<file path="config.mk">
export PLATFORM = sky130hd
export DESIGN_NAME = average_filter_ctrl
export DESIGN_NICKNAME = d
export VERILOG_FILES = /design/src/rtl/average_filter_ctrl.sv
export SDC_FILE = /design/constraint.sdc
export NUM_CORES = 1
export LEC_CHECK = 0
export BUFFER_PORTS_ARGS = -buffer_cell sky130_fd_sc_hd__buf_2
export CAP_MARGIN = 20
export CORE_UTILIZATION = 30
export CTS_BUF_LIST = sky130_fd_sc_hd__clkbuf_4 sky130_fd_sc_hd__clkbuf_8 sky130_fd_sc_hd__clkbuf_16
export CTS_CLUSTER_DIAMETER = 30
export CTS_CLUSTER_SIZE = 20
export DETAILED_ROUTE_END_ITERATION = 8
export HOLD_SLACK_MARGIN = 0.03
export SLEW_MARGIN = 40
export SYNTH_ARGS = -nofsm -noshare
export SYNTH_HDL_FRONTEND = slang
export SYNTH_SLANG_ARGS = --single-unit
</file>
<file path="constraint.sdc">
create_clock -name clk -period 1.9 [get_ports clk]
set_clock_uncertainty 0.05 [all_clocks]
set_input_delay 0.475 -clock clk [delete_from_list [all_inputs] [get_ports clk]]
set_output_delay 0.475 -clock clk [all_outputs]
set_load 0.02 [all_outputs]
</file>
<file path="src/rtl/average_filter_ctrl.sv">
// average_filter_ctrl: stereo moving-average sequencer (flush, warmup mute, bypass, overrun); optional AVG_CTRL_OVERRUN_CNT_EN adds overrun_count
module average_filter_ctrl #(
  parameter int AUDIO_DATA_WIDTH = 24,
  parameter int NUMBER_OF_SAMPLES = 32,
  parameter int PIPE_DEPTH = 2,
  parameter int FLUSH_LEN = NUMBER_OF_SAMPLES + PIPE_DEPTH + 2
) (
  input  logic                        clk,
  input  logic                        reset,
  input  logic                        sample_valid,
  input  logic [AUDIO_DATA_WIDTH-1:0] left_in,
  input  logic [AUDIO_DATA_WIDTH-1:0] right_in,
  input  logic                        bypass,
  input  logic                        clear_req,
  output logic                        filt_enable,
  output logic [AUDIO_DATA_WIDTH-1:0] filt_signal_l,
  output logic [AUDIO_DATA_WIDTH-1:0] filt_signal_r,
  input  logic [AUDIO_DATA_WIDTH-1:0] filt_result_l,
  input  logic [AUDIO_DATA_WIDTH-1:0] filt_result_r,
  output logic [AUDIO_DATA_WIDTH-1:0] left_out,
  output logic [AUDIO_DATA_WIDTH-1:0] right_out,
  output logic                        out_valid,
  output logic                        ready,
`ifdef AVG_CTRL_OVERRUN_CNT_EN
  output logic [15:0]                 overrun_count,
`endif
  output logic                        overrun
);
  localparam int WARM_LEN = NUMBER_OF_SAMPLES + PIPE_DEPTH;
  localparam int FW = $clog2(FLUSH_LEN + 1);
  localparam int WW = $clog2(WARM_LEN + 1);
  typedef enum logic [1:0] {CLEAR, WARMUP, RUN} state_t;
  state_t state, state_nxt;
  logic [FW-1:0] flush_cnt;
  logic [WW-1:0] warm_cnt;
  logic accept, drop;
  logic v1, v2, byp1, byp2, mute1, mute2;
  logic [AUDIO_DATA_WIDTH-1:0] raw1_l, raw1_r, raw2_l, raw2_r;
  always_comb begin
    accept = sample_valid && !clear_req && state != CLEAR;
    drop = sample_valid && !clear_req && state == CLEAR;
    state_nxt = state;
    if (clear_req)
      state_nxt = CLEAR;
    else if (state == CLEAR && flush_cnt == FW'(FLUSH_LEN - 1))
      state_nxt = WARMUP;
    else if (state == WARMUP && accept && warm_cnt == WW'(WARM_LEN - 1))
      state_nxt = RUN;
  end
  always_ff @(posedge clk) begin
    if (reset) begin
      state <= CLEAR;
      flush_cnt <= '0;
      warm_cnt <= '0;
      ready <= 1'b0;
      filt_enable <= 1'b0;
      filt_signal_l <= '0;
      filt_signal_r <= '0;
      v1 <= 1'b0;
      v2 <= 1'b0;
      byp1 <= 1'b0;
      byp2 <= 1'b0;
      mute1 <= 1'b0;
      mute2 <= 1'b0;
      raw1_l <= '0;
      raw1_r <= '0;
      raw2_l <= '0;
      raw2_r <= '0;
      out_valid <= 1'b0;
      left_out <= '0;
      right_out <= '0;
      overrun <= 1'b0;
    end else begin
      state <= state_nxt;
      ready <= state_nxt != CLEAR;
      flush_cnt <= (clear_req || state != CLEAR) ? '0 : flush_cnt + 1'b1;
      warm_cnt <= clear_req ? '0 : (accept && warm_cnt != WW'(WARM_LEN)) ? warm_cnt + 1'b1 : warm_cnt;
      // flush enables carry zero samples; accepted samples go straight to the cores
      filt_enable <= !clear_req && (state == CLEAR || accept);
      filt_signal_l <= accept ? left_in : '0;
      filt_signal_r <= accept ? right_in : '0;
      v1 <= accept;
      byp1 <= bypass;
      mute1 <= state == WARMUP;
      raw1_l <= left_in;
      raw1_r <= right_in;
      v2 <= v1 && !clear_req;
      byp2 <= byp1;
      mute2 <= mute1;
      raw2_l <= raw1_l;
      raw2_r <= raw1_r;
      out_valid <= v2 && !clear_req;
      left_out <= clear_req ? '0 : !v2 ? left_out : mute2 ? '0 : byp2 ? raw2_l : filt_result_l;
      right_out <= clear_req ? '0 : !v2 ? right_out : mute2 ? '0 : byp2 ? raw2_r : filt_result_r;
      overrun <= overrun | drop;
    end
  end
`ifdef AVG_CTRL_OVERRUN_CNT_EN
  always_ff @(posedge clk) begin
    if (reset)
      overrun_count <= '0;
    else if (drop && overrun_count != 16'hFFFF)
      overrun_count <= overrun_count + 16'd1;
  end
`endif
endmodule
</file>
==> results of run 1 <==
[area by class of cell]
type                       instances  area [um2]
multi-input combinational        404        2630
clock buffer                      56        1240
clock inverter                    24         328
tap                              319         399
inverter                           6        22.5
timing repair buffer             213        1150
fill                            2288       13300
sequential                       216        4330
[synthesized netlist by cell type, types with 3 or more instances]
master and number:
clkbuf_1 21, and2b_1 4, buf_2 10, buf_4 3, mux2_2 48, nor2_1 57, dfxtp_1 216, nor3_1 3
nand2_1 7, inv_1 6, and2_1 50, nand3_1 4, buf_1 3, ha_1 4, nor2b_1 145, a21oi_1 55
[power groups by stage]
stage | Combinational (uW) | Sequential, uW | Clock [uW]
6_report | 377 | 4670 | 7900
5_1_grt | 420 | 4670 | 8320
3_5_place_dp | 384 | 4750 | 0
4_1_cts | 386 | 4670 | 8080
2_1_floorplan | 219 | 4750 | 0
3_3_place_gp | 380 | 4750 | 0
[cell families (layout without fill, tap and decap cells)]
family	after synthesis	in the layout
AND/OR/NAND/NOR	283	283
adder cells (fa/ha/maj)	4	4
flip-flops	216	216
multiplexers	50	50
AO/OA/AOI/OAI	64	64
buffers and inverters	45	299
XOR/XNOR	3	3
[cell usage in the layout, fill, tap and decap left out, types with 3 or more instances in the layout]
cell	netlist	layout
nor2b_1	145	144
a21oi_1	55	55
clkbuf_8	0	8
inv_1	6	6
nor3_1	3	3
clkbuf_16	0	44
nand3_1	4	4
dfxtp_1	216	214
and2b_1	4	4
ha_1	4	4
buf_2	10	199
buf_4	3	10
and2_1	50	50
mux2_2	48	48
nand2_1	7	7
clkbuf_4	0	4
clkinv_2	0	9
buf_12	0	4
nor2_1	57	57
clkinvlp_4	0	4
bufinv_16	0	7
[registers in the layout (all words and copies together) (netlist names)]
name and cells:
raw2_r 24, ready 1, v2 1, raw2_l 24, state 2, filt_signal_r 24
overrun 1, mute2 1, filt_enable 1, warm_cnt 6, left_out 24, raw1_r 24
filt_signal_l 24, v1 1, out_valid 1, right_out 24, byp2 1, byp1 1
raw1_l 24, flush_cnt 6, mute1 1
[worst min-delay path by stage]
stage | from | to | depth (start not counted)
after global placement | raw1_l[0] | raw2_l[0] | 1
after CTS | bypass | byp1 | 2
after detailed placement | v1 | v2 | 1
after floorplan | v1 | v2 | 1
final | bypass | byp1 | 2
after global routing | bypass | byp1 | 2
[metrics by stage]
step | cells | hold slack, ns | util [%]
after floorplan | 665 | 0.356 | -
after global placement | 1158 | 0.367 | 36.5
after detailed placement | 1158 | 0.367 | 36.5
after CTS | 1238 | 0.106 | 43.2
after global routing | 1238 | 0.126 | 43.2
final | 1238 | 0.132 | 43.2
[routing by layer]
layer  up-vias  track usage [%]
met5         -                0
met4         2             5.65
met3        30             4.60
li1       2594                -
met1      2302             16.2
met2       133             21.9
==> metrics.cfg, run 1 <==
[outcome]
status=complete, no violations

[floorplan]
pin_count=201
start_util_pct=30.5
die-area_mm2=0.0244
die-height_um=156
rows=56
coreArea_mm2=0.0234
dieWidth_um=156

[sta]
hold_viol_final=0
clock.fmax_ghz=0.645
finalSetupViolCount=0
rsz0062_at_grt=no
finalMaxSlewViolations=0
fin_crit_sh_pct=81.6
slew_headroom_pct=57.6
setup_ws_ns=0.350
post-route-min-period_ns=1.55
worstMarginPinSlew_ns=0.635
tns_ns=0

[setup_path]
crit_cells=1
cpPeakStageDelay_ns=0.35
rrSetupSlack_ns=0.36
critPathMaxFanout=2
cp_num_buf_inv=1
critical_path.startpoint=overrun
worstPathArrival_ns=1.03
worst_setup_path_end_kind=output port
regToRegEndpoint=warm_cnt[2]
worstSetupPathType=flop to output port
cp_slowest_cell=dfxtp_1
crit_path_start_kind=flop
crit_chain=buf_2
r2r_start=state[0]
ff2ff_path_depth=4
worstPathRequired_ns=1.37
cp_top_family=flip-flops
crit_end=overrun

[logic_synthesis]
synth_warnings=0
synthAdderAreaFrac_pct=0.700
synth_nets=770
synth_cells=665
synthFlopType=dfxtp_1
ys_types=37
synth_compound_gate_area_share_pct=4.90
seq_area_frac_synth_pct=60.5
async_flop_share_pct=0
synth.cell_area_mm2=0.00715
yosys-top-cells-area=dfxtp_1 61%, nor2b_1 13%, mux2_2 7.6%, and2_1 4.4%, a21oi_1 3.9%
yosys.area_share.simple_pct=22.9
synthMuxAreaShare_pct=7.84
synth_top_area_share_pct=60.5
syn_area_per_cell_um2=10.7
synth_xor_area_share_pct=0.368
synth-edff-count=0
synth_top_family_by_area=simple AND/OR/NAND/NOR gates
yosysTopAreaCell=dfxtp_1
synth_seq_cells=216

[power_and_ir_drop]
leakage_uw=0.00456
max-vdd-ir-drop_mv=0.723
power_density_mw_per_mm2=1280
p_clk_share_pct=61.0
p_comb_share_pct=2.9
power.total_uw=12900
p_seq_share_pct=36.1
p_int_uw=10400
p_switching_uw=2550
swShare_pct=19.7

[worst_hold_path]
hp-class=input port to flop

[routing]
drc=0
wl_met3_mm=1.09
final_antenna_net_count=0
viasPerCell=4.09
routed_wl_mm=16.3
vias=5061
met1_length_mm=7.17
route.met2.wl_mm=7.69
dr.pass1.iters=4
drtIter0Drc=116
wl_per_cell_um=13.2
dr.max_layer_used=met5

[layout]
area_growth_pct=41.4
antenna_cells=0
layout-drive-gt1-share_pct=38.0
nNetsFinal=989
final_cell_area_mm2=0.0101

[cts]
htree_levels=2
post_cts_buffers=0
cts_resized=0
clkTransAtPathRegs_ns=0.04
numClockSinks=216
numCtsBuffers=43
ctsHoldBuffers=0
clock_path_buffers=3
root_buffer=clkbuf_16
cts_tree=yes
insertion_delay_ns=0.51

[global_route]
grt_pass1_vias=4962
overflow=0
grt_pass1_wl_mm=25.7
grt_start_max_net_pins=50
grt_use_total_pct=13.5
grt_antenna_before_repair=1

[place]
dpl-instance-area_mm2=0.00853
pre_cts_slack_ns=0.328
gp_congestion=0.747
dpl.hpwl_mm=10.6
io_buffers=200

[flow_run]
drv_cap=0

Note: power is estimated with default switching activity, not from simulation.
==> run 2, diff against run 1 <==
- clock period: 1.9 -> 1.3 ns (I/O delays scaled with it)
==> run 2 against run 1 <==
The run now ends with setup timing left. Utilization up 10 points. Total power up 53%. Worst hold slack worse by 0.048 ns. Global-route usage up 1.8 points. Wire length up 25%. Critical endpoint is now right_out[19]. Largest cell class unchanged.
==> metrics.cfg, run 2 (synthesis gave the netlist of run 1 again) <==
[outcome]
status=finished, violations left
failed_checks=setup timing

[setup_path]
critPathMaxFanout=2  ; unchanged
r2r_start=byp2
cp_num_buf_inv=1  ; unchanged
crit_chain=buf_6
worstPathRequired_ns=0.93  ; -0.44 ns
cpPeakStageDelay_ns=0.34  ; about the same
critical_path.startpoint=right_out[19]
crit_cells=1  ; unchanged
rrSetupSlack_ns=-0.05  ; -0.41 ns
cp_slowest_cell=dfxtp_2
crit_path_start_kind=flop
cp_top_family=flip-flops
ff2ff_path_depth=5  ; +1
worstSetupPathType=flop to output port
worst_setup_path_end_kind=output port
regToRegEndpoint=left_out[17]
worstPathArrival_ns=0.99  ; -0.04 ns
crit_end=right_out[19]

[place]
gp_congestion=0.753  ; +0.88%
dpl.hpwl_mm=11.2  ; +6.0%
io_buffers=200  ; unchanged

[sta]
rsz0062_at_grt=yes
worstMarginPinSlew_ns=0.322  ; -0.313 ns
setup_ws_ns=-0.0634  ; -0.413 ns
post-route-min-period_ns=1.36
tns_ns=-4.39  ; -4.39 ns
hold_viol_final=0  ; unchanged
clock.fmax_ghz=0.733
finalSetupViolCount=134  ; +134
fin_crit_sh_pct=105
slew_headroom_pct=78.3  ; +21 points
finalMaxSlewViolations=0  ; unchanged

[flow_run]
drv_cap=0  ; unchanged

[cts]
clock_path_buffers=3  ; unchanged
numCtsBuffers=47  ; +9.3%
root_buffer=clkbuf_16
numClockSinks=216  ; unchanged
insertion_delay_ns=0.53  ; +0.02 ns
cts_tree=yes
clkTransAtPathRegs_ns=0.04  ; about the same
htree_levels=2  ; unchanged

[layout]
utilization_pct=53.2  ; +10 points
layout_commonest_cell=nor2b_1
antenna_cells=0  ; unchanged
final_cell_mix=144 x nor2b_1, 107 x dfxtp_1, 106 x buf_6, 105 x dfxtp_2, 99 x buf_2
area_growth_pct=74.1
layout-drive-gt1-share_pct=56.5  ; +18 points
nNetsFinal=1083  ; +9.5%

[routing]
routed_wl_mm=20.4  ; +25%
viasPerCell=4.22  ; +3.3%
vias=5623  ; +11%
dr.pass1.iters=7  ; +3
drc=0  ; unchanged
drtIter0Drc=189  ; +63%
wl_per_cell_um=15.3  ; +16%
final_antenna_net_count=0  ; unchanged

[worst_hold_path]
hp-class=input port to flop

[floorplan]
pin_count=201  ; unchanged
start_util_pct=30.5  ; unchanged
die-area_mm2=0.0244  ; unchanged
die-height_um=156  ; unchanged
coreArea_mm2=0.0234  ; unchanged
rows=56  ; unchanged
dieWidth_um=156  ; unchanged

[power_and_ir_drop]
max-vdd-ir-drop_mv=1.13  ; +57%
power.total_uw=19900  ; +53%
power_density_mw_per_mm2=1600  ; +25%
leakage_uw=0.00540  ; +18%

[global_route]
grt_use_total_pct=15.3  ; +1.8 points
overflow=0  ; unchanged
grt_pass1_wl_mm=29.3  ; +14%
grt_antenna_before_repair=0  ; -1
grt_pass1_vias=5713  ; +15%
grt_start_max_net_pins=40  ; -20%

run 2: worst min path at each step:
stage,depth (start not counted),slack (ns),from,endpoint
finish,3,0.08,clear_req,warm_cnt[5]
global route,3,0.1,clear_req,warm_cnt[5]
CTS,3,0.05,clear_req,warm_cnt[5]
detailed placement,1,0.37,raw1_l[8],raw2_l[8]
global placement,1,0.36,v1,v2
floorplan,1,0.36,v1,v2
run 2: final cells by class:
type,count,area [um2]
fill,2002,11000
sequential,216,4470
multi-input combinational,404,3040
timing repair buffer,303,2850
clock buffer,58,1310
tap,319,399
clock inverter,26,350
inverter,6,22.5
run 2: power by group:
group          total (uW)  internal, uW  switching [uW]  leakage [uW]
clock               12200          8370            3800      0.000809
combinational         865           529             336       0.00277
sequential           6820          6780            39.3       0.00182
total               19900         15700            4180       0.00540
run 2: stage by stage:
step | hold WS (ns) | instances | area, um2 | worst slack, ns
2_1_floorplan | 0.356 | 665 | 7150 | -0.0249
3_3_place_gp | 0.363 | 1179 | 8790 | -0.0818
3_5_place_dp | 0.370 | 1179 | 8790 | -0.0848
4_1_cts | 0.0517 | 1314 | 11800 | -0.0850
5_1_grt | 0.0973 | 1332 | 12400 | -0.107
6_report | 0.0843 | 1332 | 12400 | -0.0634
run 2: repair_timing:
item                                   CTS  global route
pin swaps                                3            49
endpoints found under the hold margin   47             0
setup endpoints to repair              126           202
buffers inserted                         3            10
resized for setup                      320           111
cloned                                   1             8
hold buffers                            47             0
run 2: metal layers:
metal	share of wire, %	track usage [%]	wire, um
met3	6.0	4.71	1230
met5	0	0	0
met4	3.1	7.14	641
met2	49	25.8	10000
met1	42	17.6	8550
==> run 3, diff against run 2 <==
- CORE_UTILIZATION: 30 -> 40
- PLACE_DENSITY: unset -> 0.66
==> run 3 against run 2 <==
Non-clock buffer count shrank 9. Wire length decreased by 9.2%. Critical path type unchanged. The run still ends with setup timing left. Setup slack improved by 0.0076 ns. Sequential cell count unchanged. Final cell count fell by 8.4%. Largest power group unchanged. Global-route usage is 4.2 points higher. Sequential share of layout area grew 2.2 points. Critical path depth unchanged. Highest routed layer unchanged. Largest cell class unchanged. Via count shrank 2.3%.
==> metrics.cfg, run 3 (synthesis gave the netlist of run 1 again) <==
[setup_path]
worst_setup_path_end_kind=output port
regToRegEndpoint=left_out[20]
cp_slowest_cell=dfxtp_2
crit_cells=1  ; unchanged
cp_num_buf_inv=1  ; unchanged
worstSetupPathType=flop to output port
cp_top_family=flip-flops
cpPeakStageDelay_ns=0.34  ; about the same
worstPathArrival_ns=0.98  ; about the same
critPathMaxFanout=2  ; unchanged
worstPathRequired_ns=0.93  ; about the same
rrSetupSlack_ns=-0.01  ; +0.04 ns
crit_chain=buf_6
crit_path_start_kind=flop
r2r_start=byp2
ff2ff_path_depth=4  ; -1

[layout]
final_cell_mix=144 x nor2b_1, 107 x dfxtp_1, 105 x dfxtp_2, 102 x buf_6, 99 x buf_2
finalNonFillerCells=1220  ; -8.4%
layout-drive-gt1-share_pct=55.0  ; -1.5 points
nNetsFinal=1067  ; -1.5%
layout_commonest_cell=nor2b_1
final_cell_area_mm2=0.0117  ; -5.7%
fill_cells=1233  ; -38%
area_growth_pct=64.2

[cts]
clock_path_buffers=3  ; unchanged
cts_tree=yes
htree_levels=2  ; unchanged
numCtsBuffers=40  ; -15%
numClockSinks=216  ; unchanged
clkTransAtPathRegs_ns=0.05  ; about the same
insertion_delay_ns=0.50  ; -0.03 ns
root_buffer=clkbuf_16

[outcome]
status=finished, violations left
failed_checks=setup timing

[sta]
hold_viol_final=0  ; unchanged
setup_ws_ns=-0.0558  ; +0.00764 ns
fin_crit_sh_pct=104  ; -0.59 points
slew_headroom_pct=79.0  ; +0.67 points
post-route-min-period_ns=1.36  ; -0.00764 ns
finalSetupViolCount=97  ; -28%
worstMarginPinSlew_ns=0.314  ; -0.00844 ns
rsz0062_at_grt=yes
tns_ns=-2.03  ; +2.36 ns
finalMaxSlewViolations=0  ; unchanged
clock.fmax_ghz=0.738  ; +0.56%

[floorplan]
die-height_um=136  ; -13%
dieWidth_um=136  ; -13%
coreArea_mm2=0.0174  ; -26%
rows=48  ; -14%
start_util_pct=41.2  ; +11 points
die-area_mm2=0.0184  ; -25%
pin_count=201  ; unchanged

[routing]
vias=5496  ; -2.3%
drc=0  ; unchanged
drtIter0Drc=156  ; -17%
dr.pass1.iters=4  ; -3
viasPerCell=4.50  ; +6.7%
routed_wl_mm=18.6  ; -9.2%
final_antenna_net_count=0  ; unchanged
wl_per_cell_um=15.2  ; -0.85%

[worst_hold_path]
hp-start=right_in[18]
hold_path_depth=2  ; -1
hp-class=input port to flop
min_to=raw1_r[18]

[flow_run]
drv_cap=0  ; unchanged

[global_route]
grt_pass1_vias=5566  ; -2.6%
grt_antenna_before_repair=2  ; +2
grt_start_max_net_pins=47  ; +18%
grt_use_total_pct=19.4  ; +4.2 points
grt_pass1_wl_mm=27.7  ; -5.5%
overflow=0  ; unchanged

[power_and_ir_drop]
power_density_mw_per_mm2=1530  ; -4.4%
leakage_uw=0.00511  ; -5.4%
max-vdd-ir-drop_mv=1.10  ; -3.0%

[place]
io_buffers=200  ; unchanged
dpl-instance-area_mm2=0.00875  ; -0.43%
dp.cells=1094  ; -7.2%
gp_congestion=0.764  ; +1.5%
dpl.hpwl_mm=10.6  ; -5.3%

-- run 3: cell count changes in the layout (fill, tap and decap cells not counted), moves of 4 or more --
cell	change
and2_1	+19
mux2_2	+19
mux2_4	-19
clkbuf_16	-11
buf_4	+14
buf_6	-4
dlygate4sd3_1	-12
and2_4	-19
-- run 3: routing by layer --
layer / track usage, % / wire [um] / up-vias / share of wire [%]
met1: 22.1 / 7740 / 2570 / 42
met2: 33.8 / 9360 / 140 / 50
met4: 8.99 / 485 / 0 / 2.6
met5: 0 / 0 / - / 0
li1: - / - / 2748 / -
met3: 5.20 / 978 / 38 / 5.3
-- run 3: power by group --
part	leakage (uW)	switching [uW]	internal, uW
logic	0.00261	312	476
clock network	0.000674	3430	6890
registers	0.00182	40.9	6770
total	0.00511	3780	14100
-- run 3: area by class of cell --
cell class	count	area (um2)	area share [%]
Clock inverter	22	231	1.97
Tap cell	225	282	2.40
Timing Repair Buffer	294	2630	22.4
Sequential cell	216	4470	38.1
Multi-Input combinational cell	404	2940	25.1
Antenna cell	2	5.00	0.0427
Clock buffer	51	1150	9.81
Inverter	6	22.5	0.192
-- run 3: metrics by stage --
step	hold slack, ns	total power, uW	utilization (%)	worst slack [ns]
4_1_cts	0.0308	18000	65.4	-0.0639
5_1_grt	0.0422	18500	67.6	-0.0780
3_5_place_dp	0.370	7570	50.4	-0.0832
2_1_floorplan	0.356	7260	-	-0.0249
6_report	0.0433	17900	67.6	-0.0558
3_3_place_gp	0.367	7570	50.4	-0.0778
-- run 3: worst max-delay path by stage --
stage / startpoint / endpoint / slack [ns]
after floorplan: byp2 / left_out[10] / -0.02
after global placement: clear_req / warm_cnt[4] / -0.08
after detailed placement: clear_req / warm_cnt[4] / -0.08
after CTS: right_out[11] / right_out[11] / -0.06
after global routing: right_out[13] / right_out[13] / -0.08
final: right_out[13] / right_out[13] / -0.06
-- run 3: what timing repair did --
action,in CTS,in global routing
pin swaps,7,9
resized for setup,315,74
endpoints found under the setup margin,152,142
buffers inserted,6,8
hold buffers,35,0
hold endpoints to repair,36,0
gates cloned,0,2
